`config.mk`:
```
export PLATFORM = sky130hd
export DESIGN_NAME = dsm_sample_sequencer
export DESIGN_NICKNAME = d
export VERILOG_FILES = /design/src/rtl/dsm_sample_sequencer.sv
export SDC_FILE = /design/constraint.sdc
export NUM_CORES = 1
export LEC_CHECK = 0
export BUFFER_PORTS_ARGS = -buffer_cell sky130_fd_sc_hd__buf_2
export CELL_PAD_IN_SITES_DETAIL_PLACEMENT = 1
export CELL_PAD_IN_SITES_GLOBAL_PLACEMENT = 1
export CORE_ASPECT_RATIO = 1.1
export CORE_UTILIZATION = 43
export DETAILED_ROUTE_END_ITERATION = 8
export PLACE_DENSITY_LB_ADDON = 0.1
export SLEW_MARGIN = 5
export SYNTH_ARGS = -nofsm -noshare
export SYNTH_HDL_FRONTEND = slang
export SYNTH_SLANG_ARGS = --single-unit
```
`constraint.sdc`:
```
create_clock -name clock -period 4.43 [get_ports clock]
set_input_delay 0.6645 -clock clock [delete_from_list [all_inputs] [get_ports clock]]
set_output_delay 0.6645 -clock clock [all_outputs]
set_load 0.01 [all_outputs]
```
`src/rtl/dsm_sample_sequencer.sv`:
```
// Delta-sigma sample sequencer: holds each streamed sample on vin for osr clocks, sequences the
// modulator reset around start/stop, and counts pwm ones per sample period.
module dsm_sample_sequencer #(
  parameter int                DATA_W    = 20,
  parameter int                OSR_W     = 8,
  parameter int                FLUSH_CYC = 4,
  parameter logic [DATA_W-1:0] MUTE_CODE = '0
) (
  input  logic              clock,
  input  logic              reset,
  input  logic              enable_i,
  input  logic [OSR_W-1:0]  osr_i,
  input  logic [DATA_W-1:0] s_data_i,
  input  logic              s_valid_i,
  output logic              s_ready_o,
  output logic [DATA_W-1:0] vin_o,
  output logic              dsm_reset_o,
  input  logic              pwm_i,
  output logic [OSR_W:0]    ones_count_o,
  output logic              period_done_o,
  output logic              underrun_o,
  output logic              busy_o
);

  // state | meaning
  // IDLE  | modulator held in reset, vin muted, waiting for enable
  // FLUSH | modulator reset held for FLUSH_CYC cycles after a start
  // PRIME | modulator released, vin muted, waiting for the first sample
  // RUN   | each sample held osr_q cycles; pwm ones counted per period
  // STOP  | single wind-down cycle after the last period, then IDLE
  typedef enum logic [2:0] {ST_IDLE, ST_FLUSH, ST_PRIME, ST_RUN, ST_STOP} state_t;

  localparam int                 FLUSH_W    = (FLUSH_CYC > 1) ? $clog2(FLUSH_CYC) : 1;
  localparam logic [FLUSH_W-1:0] FLUSH_LOAD = FLUSH_W'(FLUSH_CYC - 1);
  localparam logic [FLUSH_W-1:0] FLUSH_ONE  = FLUSH_W'(1);
  localparam logic [OSR_W-1:0]   OSR_ONE    = OSR_W'(1);

  state_t             state_q, state_d;
  logic [FLUSH_W-1:0] flush_q, flush_d;
  logic [OSR_W-1:0]   osr_q, osr_d;
  logic [OSR_W-1:0]   hold_q, hold_d;
  logic [OSR_W:0]     acc_q, acc_d, acc_inc;
  logic [OSR_W:0]     ones_q, ones_d;
  logic [DATA_W-1:0]  vin_q, vin_d;
  logic               dsm_reset_q, dsm_reset_d;
  logic               done_q, done_d;
  logic               underrun_q, underrun_d;
  logic               term, xfer;

  assign term    = (hold_q == osr_q - OSR_ONE);
  assign acc_inc = acc_q + {{OSR_W{1'b0}}, pwm_i};

  // Ready is a function of state and enable only; gated by reset so a reset cycle never transfers.
  assign s_ready_o = !reset && ((state_q == ST_PRIME) || (state_q == ST_RUN && term && enable_i));
  assign xfer      = s_valid_i && s_ready_o;

  always_comb begin
    state_d    = state_q;
    flush_d    = flush_q;
    osr_d      = osr_q;
    hold_d     = hold_q;
    acc_d      = acc_q;
    vin_d      = vin_q;
    ones_d     = ones_q;
    done_d     = 1'b0;
    underrun_d = underrun_q;
    case (state_q)
      ST_IDLE: begin
        vin_d = MUTE_CODE;
        if (enable_i) begin
          state_d    = ST_FLUSH;
          flush_d    = FLUSH_LOAD;
          osr_d      = (osr_i == '0) ? OSR_ONE : osr_i;
          underrun_d = 1'b0;
        end
      end
      ST_FLUSH: begin
        if (!enable_i)          state_d = ST_IDLE;
        else if (flush_q == '0) state_d = ST_PRIME;
        else                    flush_d = flush_q - FLUSH_ONE;
      end
      ST_PRIME: begin
        vin_d = MUTE_CODE;
        if (xfer) begin
          vin_d   = s_data_i;
          hold_d  = '0;
          acc_d   = '0;
          state_d = ST_RUN;
        end else if (!enable_i) begin
          state_d = ST_IDLE;
        end
      end
      ST_RUN: begin
        if (term) begin
          ones_d = acc_inc;
          done_d = 1'b1;
          acc_d  = '0;
          hold_d = '0;
          if (!enable_i) begin
            vin_d   = MUTE_CODE;
            state_d = ST_STOP;
          end else if (xfer) begin
            vin_d = s_data_i;
          end else begin
            vin_d      = MUTE_CODE;
            underrun_d = 1'b1;
          end
        end else begin
          acc_d  = acc_inc;
          hold_d = hold_q + OSR_ONE;
        end
      end
      ST_STOP: begin
        vin_d   = MUTE_CODE;
        state_d = ST_IDLE;
      end
      default: state_d = ST_IDLE;
    endcase
    dsm_reset_d = (state_d == ST_IDLE) || (state_d == ST_FLUSH);
  end

  always_ff @(posedge clock) begin
    if (reset) begin
      state_q     <= ST_IDLE;
      flush_q     <= '0;
      osr_q       <= OSR_ONE;
      hold_q      <= '0;
      acc_q       <= '0;
      vin_q       <= MUTE_CODE;
      dsm_reset_q <= 1'b1;
      ones_q      <= '0;
      done_q      <= 1'b0;
      underrun_q  <= 1'b0;
    end else begin
      state_q     <= state_d;
      flush_q     <= flush_d;
      osr_q       <= osr_d;
      hold_q      <= hold_d;
      acc_q       <= acc_d;
      vin_q       <= vin_d;
      dsm_reset_q <= dsm_reset_d;
      ones_q      <= ones_d;
      done_q      <= done_d;
      underrun_q  <= underrun_d;
    end
  end

  assign vin_o         = vin_q;
  assign dsm_reset_o   = dsm_reset_q;
  assign ones_count_o  = ones_q;
  assign period_done_o = done_q;
  assign underrun_o    = underrun_q;
  assign busy_o        = (state_q != ST_IDLE);

endmodule
```
==> key figures <==
Clock tree
  – TritonCTS clock tree: built
  – Root buf cell: clkbuf_8
  – Worst-Skew Late Latency: 0.33 ns
  – Hold_buf cts: 0
  – Clk slew on worst S/H paths: roughly 0.07 ns
  – H-Tree Depth: 3
  – Post_cts resized: 0
  – Num CTS Buffers: 9
  – CTS max path bufs: 2
  – Post-CTS Setup Repair Bufs: 0
  – Clk sink count: 62

Floorplanning
  – Die height: a little under 90 µm
  – IO Count: 67
  – Core footprint: 0.00659 mm²
  – Rows: 31
  – Initial Utilization: roughly 44%
  – Total die area: 0.00714 mm²
  – Chip width: slightly above 80 µm

Routing
  – Residual DRC: 0
  – Post-Route WL: between 7 and 8 mm
  – Final ANT Viol Nets: 0
  – Detailed Routing Iterations Pass 1: 4
  – DR iter-0 viols: about 80
  – Vias per inst: around 5.5
  – Vias: 2639
  – Routed len/inst: 15.3 µm

Logic synthesis
  – Syn_nets: about 370
  – FF+latch count, synth: slightly above 60
  – Async SR Flop Fraction: 0%
  – Seq/Total Area, Yosys: between 40% and 50%
  – Number of enable flip-flop cells after synthesis: 0
  – Syn. warnings: 0
  – Synth Area per Inst: between 8 and 9 µm²
  – Synth Cell Area: 0.00293 mm²
  – Ys flop type: dfxtp_1
  – Mapped Cells: roughly 330
  – Synth unique cells: 45

Timing
  – Slew Viols, Final: 0
  – Worst hold slack: a little under 0.5 ns
  – Worst-margin pin slew: between 0.9 and 1 ns
  – Unrepaired setup endpoints after global routing: no
  – Crit share post-route: a little over four fifths
  – Fmax: 0.266 GHz
  – Final clock skew: roughly 0.011 ns
  – Post-route setup TNS: 0 ns
  – Hold Fails Final Rpt: 0
  – Slew margin rel.: 34.1%
  – Setup violators final: 0
  – Tmin final: 3.76 ns

Worst hold path
  – Worst min path class: reg -> reg

Worst setup path
  – Crit path capture type: output port
  – Setup crit start kind: flip-flop
  – CP Data Arrival Time: 3.10 ns
  – Worst-path fanout max: 15
  – Worst EP required: roughly 3.8 ns
  – Setup Crit Path Kind: reg -> out

Final layout
  – Ratio of cells with drive above 1 in the final layout: 25.1%
  – Non-Filler Instances: between 400 and 500
  – Multi-input logic area: about 0.0015 mm²
  – Final Net Count: 427
  – Final instance area: about 0.0035 mm²
  – P&R area growth vs syn: 20.6%
  – Ant diodes: 0
  – Layout fillers: about 800
  – Register area: 0.00124 mm²

GRT
  – Initial antenna violation count: 0
  – Vias in the first global route: ~2700
  – Total track usage: 22.4%
  – Largest net degree at the start of global routing: between 50 and 60
  – First-pass GRT wire length: around 12 mm
  – GRT overflow: 0

Power
  – Power Density: 367 mW/mm²
  – Maximum vdd drop: approximately 0.20 mV
  – Total power: ~1.3 mW
  – Leak: about 1.5 nW

Placement
  – Cells after DPL: 460
  – Dpl cell area: 0.00330 mm²
  – Global placer's final weighted congestion: between 0.7 and 0.8
  – Number of port buffers: 66
  – Detailed placement HPWL: about 5.2 mm

Status
  – Status: finished, final reports clean

Flow run
  – Max-cap violation count: 0
==> critical path, stage by stage, from the launching register on <==
cell	delay [ns]
dfxtp_1	0.37
inv_1	0.10
ha_1	0.26
inv_1	0.08
o31a_1	0.30
or4_4	0.54
a2111o_1	0.61
o22ai_2	0.20
nor2b_1	0.16
buf_2	0.16
==> worst paths after layout <==
| check | start | endpoint | slack (ns) | cells after the start |
|---|---|---|---|---|
| max reg2reg | osr_q[0]$_SDFFE_PP1P_ | vin_o[4]$_SDFFE_PP0P_ | 1.44 | 9 |
| min | osr_q[7]$_SDFFE_PP0P_ | osr_q[7]$_SDFFE_PP0P_ | 0.49 | 2 |
| min reg2reg | osr_q[7]$_SDFFE_PP0P_ | osr_q[7]$_SDFFE_PP0P_ | 0.49 | 2 |
| max | osr_q[0]$_SDFFE_PP1P_ | s_ready_o | 0.67 | 9 |
==> cell type report <==
| type | count | share of cell area, % |
|---|---|---|
| clock buffer | 11 | 4.29 |
| tap | 82 | 2.91 |
| timing repair buffer | 71 | 10.4 |
| inverter | 11 | 1.17 |
| multi-input combinational | 234 | 43.8 |
| sequential | 62 | 35.2 |
| clock inverter | 5 | 2.30 |
==> sequential cells by signal (all words and copies together) (netlist names) <==
name / count
ones_count_o: 9
underrun_o: 1
period_done_o: 1
hold_q: 8
acc_q: 9
state_q: 3
vin_o: 20
dsm_reset_o: 1
osr_q: 8
flush_q: 2
==> cell usage in the layout, fill, tap and decap left out, types with 2 or more instances in the layout <==
| master | n |
|---|---|
| o21ai_0 | 15 |
| o2bb2ai_1 | 2 |
| buf_2 | 66 |
| mux2_2 | 4 |
| and3_1 | 2 |
| a211oi_1 | 4 |
| mux2i_1 | 2 |
| nor2_1 | 17 |
| dfxtp_1 | 62 |
| nand2_1 | 35 |
| nand3_1 | 12 |
| a21oi_1 | 20 |
| nor3_1 | 7 |
| nor2b_1 | 30 |
| o311ai_0 | 2 |
| o21a_1 | 2 |
| xnor2_1 | 10 |
| nor4_1 | 3 |
| o211ai_1 | 3 |
| a22o_1 | 7 |
| clkbuf_8 | 11 |
| bufinv_16 | 2 |
| ha_1 | 5 |
| buf_4 | 5 |
| and2_1 | 2 |
| or3_1 | 2 |
| o31ai_1 | 2 |
| a32o_1 | 20 |
| nand4_1 | 2 |
| inv_1 | 11 |
| nand2b_1 | 2 |
| xor2_1 | 4 |
| a31oi_1 | 5 |
==> metal layers <==
metal / vias to the layer above / track usage [%] / share of wire (%) / routed length, µm
li1: 1309 / - / - / -
met5: - / 0 / 0 / 0
met2: 60 / 37.5 / 46 / 3380
met4: 0 / 9.25 / 1.2 / 91
met1: 1261 / 27.6 / 48 / 3470
met3: 9 / 5.46 / 4.9 / 358
==> where the power goes <==
part           leakage (nW)  internal (mW)  switching [mW]
combinational         0.843         0.0536          0.0880
sequential            0.502          0.568          0.0121
clock                 0.116          0.348           0.226
==> stage by stage <==
| step | utilization [%] | setup slack [ns] |
|---|---|---|
| 2_1_floorplan | - | 1.15 |
| 5_1_grt | 53.5 | 0.517 |
| 3_5_place_dp | 50.0 | 1.03 |
| 3_3_place_gp | 50.0 | 1.06 |
| 4_1_cts | 53.5 | 0.643 |
| 6_report | 53.5 | 0.666 |
==> synthesized netlist by cell type, types with 3 or more instances <==
library cell   n  area (µm²)
inv_1         11        41.3
mux2_2         4        45.0
xnor2_1       10        87.6
nor4_1         3        18.8
dfxtp_1       62        1240
a32o_1        20         200
a22o_1         7        61.3
xor2_1         4        35.0
ha_1           5        62.6
a21oi_1       20         100
nand3_1       12        60.1
buf_6          3        33.8
nand2_1       35         131
a31oi_1        5        31.3
o21ai_0       15        75.1
clkbuf_1      14        52.6
a211oi_1       5        37.5
nor2_1        17        63.8
nor3_1         7        35.0
o211ai_1       3        22.5
nor2b_1       30         188
==> logic make-up after synthesis <==
kind of cell	count (synthesis)	share of synthesized area, %
XOR/XNOR	14	4.19
multiplexers	6	2.22
adder cells (fa/ha/maj)	5	2.14
buffers and inverters	32	4.96
AO/OA/AOI/OAI	90	23.2
AND/OR/NAND/NOR	119	20.9
flip-flops	62	42.4
No activity file was read; power rests on OpenSTA's default activity.
